File: src/rtl/seven_segment_pkg.sv
// Shared seven-segment definitions: segment bit positions, glyph table and
// digit type, used by the display driver and by the capture block.
package seven_segment_pkg;

    // Bit positions on the cathode bus (active low on the pins)
    typedef enum int {
        SEG_A  = 0,
        SEG_B  = 1,
        SEG_C  = 2,
        SEG_D  = 3,
        SEG_E  = 4,
        SEG_F  = 5,
        SEG_G  = 6,
        SEG_DP = 7
    } seg_idx_e;

    typedef logic [3:0] digit_t;   // one hex digit
    typedef logic [6:0] glyph_t;   // active-high gfedcba pattern

    localparam int NUM_GLYPHS = 16;

    // Index i holds the active-high gfedcba pattern that shows hex value i
    localparam glyph_t GLYPH_TABLE [NUM_GLYPHS] = '{
        7'h3F, 7'h06, 7'h5B, 7'h4F, 7'h66, 7'h6D, 7'h7D, 7'h07,
        7'h7F, 7'h6F, 7'h77, 7'h7C, 7'h39, 7'h5E, 7'h79, 7'h71
    };

endpackage

File: src/rtl/seg_decode.sv
// Combinational glyph lookup: active-high segment pattern to hex nibble,
// with a flag saying whether the pattern is one of the sixteen glyphs.
module seg_decode
    import seven_segment_pkg::*;
(
    input  glyph_t i_pattern,
    output digit_t o_nibble,
    output logic   o_legal
);

    // Search the glyph table for an exact pattern match
    always_comb begin
        // NOTE: every output gets a default before the loop so no path leaves it unassigned (no latch).
        o_nibble = '0;
        o_legal  = 1'b0;
        for (int i = 0; i < NUM_GLYPHS; i++) begin
            if (i_pattern == GLYPH_TABLE[i]) begin
                o_nibble = digit_t'(i);
                o_legal  = 1'b1;
            end
        end
    end

endmodule

File: src/rtl/seven_segment_capture.sv
// Recovers the digits shown on a multiplexed seven-segment display by
// watching its anode/cathode lines, and publishes a whole frame at once.
module seven_segment_capture
    import seven_segment_pkg::*;
#(
    parameter int NUM_SEGMENTS = 8,
    parameter int STABLE_CYC   = 16,
    parameter int CLK_PER      = 10,
    parameter int REFR_RATE    = 1000
) (
    input  logic                      clk,
    input  logic                      CPU_RESETN,
    input  logic [NUM_SEGMENTS-1:0]   anode,
    input  logic [7:0]                cathode,
    output digit_t [NUM_SEGMENTS-1:0] encoded,
    output logic [NUM_SEGMENTS-1:0]   decimal,
    output logic                      frame_valid,
    output logic                      glyph_err,
    output logic                      multi_err,
    output logic                      stale
);

    localparam int              CNT_W       = $clog2(STABLE_CYC);
    localparam logic [CNT_W-1:0] CNT_MAX    = CNT_W'(STABLE_CYC - 1);
    // Capture fires on the increment that takes the counter to CNT_MAX
    localparam logic [CNT_W-1:0] CNT_HIT    = CNT_W'(STABLE_CYC - 2);
    localparam int              TIMEOUT_CYC = 4 * (1_000_000_000 / (CLK_PER * REFR_RATE));
    localparam int              TO_W        = $clog2(TIMEOUT_CYC + 1);
    localparam logic [TO_W-1:0] TO_MAX      = TO_W'(TIMEOUT_CYC);
    localparam int              IDX_W       = (NUM_SEGMENTS > 1) ? $clog2(NUM_SEGMENTS) : 1;

    (* ASYNC_REG = "TRUE" *) logic [NUM_SEGMENTS-1:0] r_anode_s1;
    (* ASYNC_REG = "TRUE" *) logic [NUM_SEGMENTS-1:0] r_anode_s2;
    (* ASYNC_REG = "TRUE" *) logic [7:0]              r_cath_s1;
    (* ASYNC_REG = "TRUE" *) logic [7:0]              r_cath_s2;
    logic [NUM_SEGMENTS-1:0]   r_anode_prev;
    logic [7:0]                r_cath_prev;
    logic [CNT_W-1:0]          r_stable_cnt;
    logic [TO_W-1:0]           r_to_cnt;
    logic [NUM_SEGMENTS-1:0]   r_seen;
    digit_t [NUM_SEGMENTS-1:0] r_shadow_enc;
    logic [NUM_SEGMENTS-1:0]   r_shadow_dp;

    logic                    w_changed;
    logic                    w_blank;
    logic                    w_one_low;
    logic                    w_hit;
    logic                    w_capture;
    logic                    w_frame;
    logic [IDX_W-1:0]        w_digit_idx;
    logic [NUM_SEGMENTS-1:0] w_seen_next;
    digit_t                  w_nibble;
    logic                    w_legal;

    // Bring the display lines into the clk domain and keep last cycle's copy
    always_ff @(posedge clk or negedge CPU_RESETN) begin
        // NOTE: sequential state uses non-blocking assignments so every flop samples pre-edge values.
        if (!CPU_RESETN) begin
            r_anode_s1   <= '1;
            r_anode_s2   <= '1;
            r_anode_prev <= '1;
            r_cath_s1    <= '1;
            r_cath_s2    <= '1;
            r_cath_prev  <= '1;
        end else begin
            r_anode_s1   <= anode;
            r_anode_s2   <= r_anode_s1;
            r_anode_prev <= r_anode_s2;
            r_cath_s1    <= cathode;
            r_cath_s2    <= r_cath_s1;
            r_cath_prev  <= r_cath_s2;
        end
    end

    assign w_changed = (r_anode_s2 != r_anode_prev) || (r_cath_s2 != r_cath_prev);
    assign w_blank   = &r_anode_s2;
    assign w_one_low = $onehot(~r_anode_s2);
    assign w_hit     = !w_changed && !w_blank && (r_stable_cnt == CNT_HIT);
    assign w_capture = w_hit && w_one_low && w_legal;
    assign w_frame   = &r_seen;

    // Which digit slot the single low anode selects
    always_comb begin
        w_digit_idx = '0;
        for (int i = 0; i < NUM_SEGMENTS; i++) begin
            if (!r_anode_s2[i]) w_digit_idx = IDX_W'(i);
        end
    end

    // Seen mask: cleared when a frame is published, then the new capture ORed in
    always_comb begin
        w_seen_next = w_frame ? '0 : r_seen;
        if (w_capture) w_seen_next = w_seen_next | ~r_anode_s2;
    end

    seg_decode u_seg_decode (
        .i_pattern (~r_cath_s2[SEG_G:SEG_A]),
        .o_nibble  (w_nibble),
        .o_legal   (w_legal)
    );

    // Dwell counter: restarts on any input change or while blanked, saturates at the top
    always_ff @(posedge clk or negedge CPU_RESETN) begin
        if (!CPU_RESETN) begin
            r_stable_cnt <= '0;
        end else if (w_changed || w_blank) begin
            r_stable_cnt <= '0;
        end else if (r_stable_cnt != CNT_MAX) begin
            r_stable_cnt <= r_stable_cnt + 1'b1;
        end
    end

    // Shadow store: latch the decoded digit and raw DP into the selected slot
    always_ff @(posedge clk) begin
        // NOTE: shadow slots carry no reset; the seen mask decides when their contents count.
        if (w_capture) begin
            r_shadow_enc[w_digit_idx] <= w_nibble;
            r_shadow_dp[w_digit_idx]  <= r_cath_s2[SEG_DP];
        end
    end

    // Frame publication and error flags
    always_ff @(posedge clk or negedge CPU_RESETN) begin
        if (!CPU_RESETN) begin
            r_seen      <= '0;
            encoded     <= '0;
            decimal     <= '1;
            frame_valid <= 1'b0;
            glyph_err   <= 1'b0;
            multi_err   <= 1'b0;
        end else begin
            r_seen      <= w_seen_next;
            frame_valid <= w_frame;
            glyph_err   <= w_hit && w_one_low && !w_legal;
            if (w_frame) begin
                encoded <= r_shadow_enc;
                decimal <= r_shadow_dp;
            end
            if (w_hit && !w_one_low) multi_err <= 1'b1;
        end
    end

    // Watchdog on frame arrivals: stale once a full timeout passes with no frame
    always_ff @(posedge clk or negedge CPU_RESETN) begin
        if (!CPU_RESETN) begin
            r_to_cnt <= '0;
            stale    <= 1'b0;
        end else if (w_frame) begin
            r_to_cnt <= '0;
            stale    <= 1'b0;
        end else if (r_to_cnt != TO_MAX) begin
            r_to_cnt <= r_to_cnt + 1'b1;
            if (r_to_cnt == TO_MAX - 1'b1) stale <= 1'b1;
        end
    end

endmodule

File: config.mk
export PLATFORM = sky130hd
export DESIGN_NAME = seven_segment_capture
export DESIGN_NICKNAME = d
export VERILOG_FILES = /design/src/rtl/seven_segment_pkg.sv /design/src/rtl/seg_decode.sv /design/src/rtl/seven_segment_capture.sv
export SDC_FILE = /design/constraint.sdc
export NUM_CORES = 1
export LEC_CHECK = 0
export ABC_AREA = 1
export BUFFER_PORTS_ARGS = -buffer_cell sky130_fd_sc_hd__buf_2
export CORE_AREA = 2 2 83 145
export DETAILED_ROUTE_END_ITERATION = 12
export DIE_AREA = 0 0 85 147
export PLACE_DENSITY = 0.76
export SETUP_SLACK_MARGIN = 0.3
export SLEW_MARGIN = 20
export SYNTH_ARGS = -nofsm -noshare
export SYNTH_HDL_FRONTEND = slang
export SYNTH_SLANG_ARGS = --single-unit
File: constraint.sdc
create_clock -name clk -period 4.65 [get_ports clk]
set_input_delay 0.2325 -clock clk [delete_from_list [all_inputs] [get_ports clk]]
set_output_delay 0.2325 -clock clk [all_outputs]
set_load 0.02 [all_outputs]
# Word-level counts from Yosys, hierarchy flattened
# Index checks and enable logic that the tools add are counted.
# W data, S select, Z words.
[word_totals]
register_bits = 163
latch_bits = 0
ram_bits = 0
rom_bits = 0
inputBits = 18
out_inout_bits = 44
mem_count = 0
[classes]
n_addsub = 9
multipliers = 0
div = 0
n_lt_le_gt_ge = 2
eq_ne = 23
shift = 0
muxes = 53
n_bitwise = 3
n_reduce_logical = 19
[op_table]
columns = ["op", "count"]
rows = [
  ["$eq A7 B7 Y1 const B", 12],
  ["$mux W4", 11],
  ["$mux W19", 2],
  ["$bwmux W32", 1],
  ["$mux W3", 10],
  ["$mux W1", 22],
  ["$add A19 B1 Y19 const B", 1],
  ["$eq A19 B19 Y1 const B", 1],
  ["$ne A19 B19 Y1 const B", 1],
  ["$mux W8", 2],
  ["$ne A8 B8 Y1", 2],
  ["$reduce_and A8 Y1", 2],
  ["$eq A7 B3 Y1 const B", 2],
  ["$eq A7 B6 Y1 const B", 2],
  ["$demux W4 S3", 1],
  ["$add A1 B1 Y2", 4],
  ["$bwmux W8", 1],
  ["$not A8 Y8", 1],
  ["$or A8 B8 Y8", 1],
  ["$logic_and A1 B1 Y1", 7],
  ["$not A7 Y7", 1],
  ["$add A2 B2 Y3", 2],
  ["$reduce_bool A2 Y1", 3],
  ["$add A3 B3 Y4", 1],
  ["11 further kinds", 16],
]

# Logic depth before layout (Yosys ltp)
[depth]
word_depth = 20
depth_mapped = 13
mapped_depth_nobuf = 12

# By module
# From an unflattened synthesis, not the netlist that was laid out.
[hier_totals]
hier_cells = 658
hier_area_um2 = 6631.4
[modules_own_cells]
columns = ["module", "n_inst", "cells_per_inst", "area_each_um2"]
rows = [
  ["seven_segment_capture", 1, 596, 6346.1],
  ["seg_decode", 1, 62, 285.3],
]

# Worst setup path after synthesis
# No wires, ideal clock.
[synth_timing]
path_type = "register to register"
start = "reg r_anode_s2[0]"
end = "reg r_shadow_dp[6], enable pin"
setup_time_ns = 0.340
arrival_ns = 3.492
required_ns = 4.310
setup_slack_ns = 0.818
stages_incl_launch_ff = 13
path_cell_list = "dfstp_2 -> inv_1 -> fa_1 -> fa_1 -> fa_1 -> ha_1 -> inv_1 -> fa_1 -> nand3_1 -> a21oi_1 -> buf_2 -> nand4_1 -> nor2_1"
[synth_between]
elab_chain_cells = 7
elab_cells_between_ends = 14
classes_between = "add/sub (3); eq/ne (2); bitwise (1); reduce/logical (8)"
[synth_rtl]
columns = ["element", "line", "rtl"]
rows = [
  ["start: declaration", "seven_segment_capture.sv:33", "(* ASYNC_REG = \"TRUE\" *) logic [NUM_SEGMENTS-1:0] r_anode_s2;"],
  ["start signal: assignment", "seven_segment_capture.sv:67", "r_anode_s2 <= r_anode_s1;"],
  ["$not A8 Y8 / $ne A8 B8 Y1 (equally long branches)", "seven_segment_capture.sv:77, seven_segment_capture.sv:75", ""],
  ["$add A1 B1 Y2 (not written as such) / $logic_or A1 B1 Y1 (equally long branches)", "seven_segment_capture.sv:77, seven_segment_capture.sv:75", ""],
  ["$add A2 B2 Y3 (not written as such) / $logic_not A1 Y1 (equally long branches)", "seven_segment_capture.sv:77, seven_segment_capture.sv:78", ""],
  ["$add A3 B3 Y4 (not written as such) / $logic_and A1 B1 Y1 (equally long branches)", "seven_segment_capture.sv:77, seven_segment_capture.sv:78", ""],
  ["$eq A4 B1 Y1 / $logic_and A1 B1 Y1 (equally long branches)", "seven_segment_capture.sv:77, seven_segment_capture.sv:78", ""],
  ["$logic_and A1 B1 Y1 (*) (2 in series)", "seven_segment_capture.sv:79", "assign w_capture = w_hit && w_one_low && w_legal;"],
  ["end signal: indexed assignment", "seven_segment_capture.sv:118", "r_shadow_dp[w_digit_idx] <= r_cath_s2[SEG_DP];"],
  ["end: declaration", "seven_segment_capture.sv:42", "logic [NUM_SEGMENTS-1:0] r_shadow_dp;"],
]
# Every way passes the cells marked *; elsewhere a longest branch is shown, timed or not.
# A chain may end at the register's enable or synchronous reset.

# Final worst setup path
[layout_timing]
start = "reg r_anode_s2[0]"
end = "reg r_shadow_enc[15] (netlist name), enable pin"
[layout_between]
elab_chain_cells = 7
elab_cells_between_ends = 14
classes_between = "add/sub (3); eq/ne (2); bitwise (1); reduce/logical (8)"
[layout_rtl]
columns = ["element", "line", "rtl"]
rows = [
  ["$not A8 Y8 / $ne A8 B8 Y1 (equally long branches)", "seven_segment_capture.sv:77, seven_segment_capture.sv:75", ""],
  ["$add A1 B1 Y2 (not written as such) / $logic_or A1 B1 Y1 (equally long branches)", "seven_segment_capture.sv:77, seven_segment_capture.sv:75", ""],
  ["$add A2 B2 Y3 (not written as such) / $logic_not A1 Y1 (equally long branches)", "seven_segment_capture.sv:77, seven_segment_capture.sv:78", ""],
  ["$add A3 B3 Y4 (not written as such) / $logic_and A1 B1 Y1 (equally long branches)", "seven_segment_capture.sv:77, seven_segment_capture.sv:78", ""],
  ["$eq A4 B1 Y1 / $logic_and A1 B1 Y1 (equally long branches)", "seven_segment_capture.sv:77, seven_segment_capture.sv:78", ""],
  ["$logic_and A1 B1 Y1 (*) (2 in series)", "seven_segment_capture.sv:79", ""],
  ["end signal: indexed assignment", "seven_segment_capture.sv:117", "r_shadow_enc[w_digit_idx] <= w_nibble;"],
  ["end: declaration", "seven_segment_capture.sv:41", "digit_t [NUM_SEGMENTS-1:0] r_shadow_enc;"],
]
# Marked as above.

==> results.yml <==
outcome:
  outcome: "finished, final reports clean"
die:
  die-area_sq_mm: 0.0125
  floorplan.initialDensity_pct: 57.8
  die_width_um: 85
  ios: 62
  floorplan.core_area_sq_mm: 0.0114
  rows: 52
  fp.dieH_um: 147
clock_network:
  ctsRootBufferMaster: "sky130_fd_sc_hd__clkbuf_16"
  cts.sink_count: 163
  postCtsSetupRepairBufs: 0
  tritoncts_clock_tree: "done"
  cts_htree_levels: 4
  reg_clk_slew_reported_paths_ns: 0.07
  total_cts_buffers: 17
  max-clock-path-buffers: 2
  clkLatencyLatePin_ns: 0.43
detailed_routing:
  detail_route.drc_violations: 0
  vias_per_cell: 5.23
  route.final.wire_length_um: 13100
  antenna_left: 0
  vias: 4650
  initialDrtViolationCount: 288
  detail_route.first_pass.iterations: 5
  routed_wire_length_per_instance_um: 14.8
synthesis:
  avgSynthCellArea_sq_um: 10.1
  synth_fp_nets: 683
  netlist_area_sq_mm: 0.00658
  netlist_instances: 653
  async_reset_ff_share_pct: 75.5
  synth_enable_flop_cells: 40
  yosys_warnings: 0
  netlist-cell-type-count: 34
  synth_sequential_area_ratio_pct: 66.1
  yosys_register_bits: 163
  ys.flop_type: "sky130_fd_sc_hd__dfrtp_1"
critical_path:
  setup.worst_path.class: "reg2reg"
  worst_setup_path_end_kind: "flip-flop"
  worst-path-buf-inv: 3
  required_ns: 4.73
  critPathMostFrequentCell: "sky130_fd_sc_hd__fa_1"
  worstReg2RegStart: "r_anode_s2[0]$_DFF_PN1_"
  crit_arrival_ns: 4.28
  r2r_setup_slack_ns: 0.45
  start_kind: "flip-flop"
  critical-path-top-delay-family: "adder cells"
  worstRegToRegCells: 13
  crit_path_top_delay_cell: "sky130_fd_sc_hd__fa_1"
  worstPathMaxFanout: 10
  crit_chain: "inv_1, fa_1, fa_1, fa_1, ha_1, inv_1, fa_1, nand2_1, nand3_1, a21oi_1, buf_4, nand4_1, nor2_1"
  critical-path-max-stage-delay_ns: 0.57
  reg2reg_to: "r_shadow_enc[15]$_DFFE_PP_"
job:
  drv.max_cap_violation_count: 0
grt:
  grt_util_all_layers_pct: 22.8
  pin_count_of_the_biggest_net_entering_global_routing: 81
  grt_pass1_wl_um: 22300
  grt_pass1_vias: 4791
  globalRouteOverflowTotal: 0
  grt_antenna_before_repair: 0
power_and_ir_drop:
  design_power_total_w: 0.00304
  p_int_w: 0.00232
  share_comb_of_total_power_pct: 4.8
  clkPwrFrac_pct: 45.2
  swShare_pct: 23.7
  total_switching_power_w: 0.000719
  p_leak_nw: 3.90
  seqPwrFrac_pct: 50.1
  peakVddDrop_mv: 0.399
  power_density_mw_per_mm2: 389
sta:
  min_period_over_period_pct: 90.3
  timing.clock.skew_ns: 0.0105
  final-max-slew-violation-count: 0
  post-route-worst-setup-slack_ns: 0.450
  setup_violations_final: 0
  final.min_clock_period_ns: 4.20
  tightest_slew_ns: 0.604
  fmax_mhz: 238
  report.final.hold_viol_count: 0
  maxSlewHeadroom_pct: 59.8
  rsz0062_at_grt: "true"
  setup_tns_ns: 0
worst_hold_path:
  tightest_hold_check_type: "in2async"
place:
  place.port_buffers: 61
  hpwlAfterDp_um: 9090
  placement_setup_slack_ns: 0.480
  gp_congestion: 0.913
layout:
  finalNetCount: 771
  layout_cell_share_with_drive_strength_beyond_1_pct: 22.5
  count_of_inserted_antenna_diode_cells: 0
  fillers: 835
  syn2layout_area_growth_pct: 18.8
==> cells in the final DEF (no fill, tap or decap), drive strengths merged <==
cell,instances
fa,4
o221a,1
nor3b,4
or2,1
edfxtp,40
o31ai,1
nor4,3
clkbuf,17
nand3b,1
ha,8
nor2,68
bufinv,1
dlygate4sd3,17
dfstp,56
o21a,1
inv,75
xor2,3
dfrtp,67
nand4,19
a21oi,19
o21ai,11
nand2,235
nor3,6
a21o,1
nand3,23
buf,66
clkinv,3
xnor2,3
==> how the worst max path moves through the flow <==
stage,from,endpoint,slack [ns],cells after the start
floorplan,r_anode_s2[0]$_DFF_PN1_,r_shadow_dp[6]$_DFFE_PP_,0.82,12
global placement,r_anode_s2[0]$_DFF_PN1_,r_shadow_enc[16]$_DFFE_PP_,0.60,12
CTS,r_anode_s2[0]$_DFF_PN1_,r_shadow_dp[4]$_DFFE_PP_,0.42,13
detailed placement,r_anode_s2[0]$_DFF_PN1_,r_shadow_enc[18]$_DFFE_PP_,0.48,12
finish,r_anode_s2[0]$_DFF_PN1_,r_shadow_enc[15]$_DFFE_PP_,0.45,13
global route,r_anode_s2[0]$_DFF_PN1_,r_shadow_dp[3]$_DFFE_PP_,0.25,13
==> state kept, by name, indices dropped and copies added (netlist names) <==
register	count
r_cath_s1	8
stale	1
encoded	32
frame_valid	1
r_stable_cnt	4
glyph_err	1
r_cath_s2	8
r_seen	8
decimal	8
r_anode_s1	8
r_shadow_enc	32
r_to_cnt	19
r_shadow_dp	8
r_anode_s2	8
r_cath_prev	8
r_anode_prev	8
multi_err	1
==> per-layer routing <==
layer / global-route usage, % / up-vias / routed length, um / share of wire (%)
met5: 0 / - / 0 / 0
met4: 9.52 / 0 / 386 / 2.9
met3: 5.67 / 35 / 457 / 3.5
met2: 40.9 / 116 / 7310 / 56
met1: 25.4 / 2253 / 4970 / 38
li1: - / 2246 / - / -
==> cell usage after synthesis (all sizes together), types with 4 or more instances <==
library cell | number | share of area, %
edfxtp | 40 | 18
o21ai | 11 | 0.84
fa | 4 | 1.2
dfstp | 56 | 22
nand4 | 19 | 1.8
buf | 6 | 0.61
inv | 64 | 3.7
nor3b | 4 | 0.53
nand3 | 23 | 1.9
ha | 8 | 1.5
clkbuf | 8 | 0.46
dfrtp | 67 | 25
nor3 | 6 | 0.46
nor2 | 68 | 4.1
a21oi | 19 | 1.4
nand2 | 235 | 13
==> worst register-to-register path: cells and delay by family, from the launching register on <==
kind | cells | cell delay, ns
and+or+nand+nor | 4 | 0.65
adders and majority gates | 5 | 2.10
AOI/OAI and AO/OA | 1 | 0.17
DFF | 1 | 0.56
buffers and inverters | 3 | 0.37
==> per-stage QoR <==
step                utilization [%]  std cells  instance area (sq um)  hold WS [ns]
floorplan                         -        653                   6580       -0.0631
finish                         68.6        889                   7810         0.238
detailed placement             61.6        839                   7020         0.339
global route                   68.6        889                   7810         0.257
CTS                            68.3        888                   7770         0.357
global placement               61.6        839                   7020         0.338
==> cell type report <==
type | instances | area [sq um] | share of cell area, %
Sequential cell | 163 | 4350 | 55.7
Clock buffer | 17 | 425 | 5.45
Timing Repair Buffer | 83 | 536 | 6.86
Clock inverter | 15 | 160 | 2.05
Tap cell | 135 | 169 | 2.16
Multi-Input combinational cell | 412 | 1930 | 24.7
Inverter | 64 | 240 | 3.08
==> cells by family after synthesis <==
kind of cell / count (synthesis) / share of synthesized area, %
AO/OA/AOI/OAI: 34 / 2.80
adder cells (fa/ha/maj): 12 / 2.74
XOR/XNOR: 6 / 0.799
buffers and inverters: 78 / 4.72
flip-flops: 163 / 66.1
AND/OR/NAND/NOR: 360 / 22.8
==> power groups by stage <==
stage	logic (W)	clock network, W	registers (W)
after detailed placement	0.000131	0	0.00155
after CTS	0.000143	0.00140	0.00152
final	0.000145	0.00137	0.00152
after global routing	0.000166	0.00147	0.00152
after global placement	0.000125	0	0.00155
after floorplan	0.0000770	0	0.00154
==> timing repair <==
action                     CTS  global route
resized for setup            0             5
hold buffers                17             0
hold endpoints to repair    19             0
setup endpoints to repair    0            35
No activity file was read; power rests on OpenSTA's default activity.
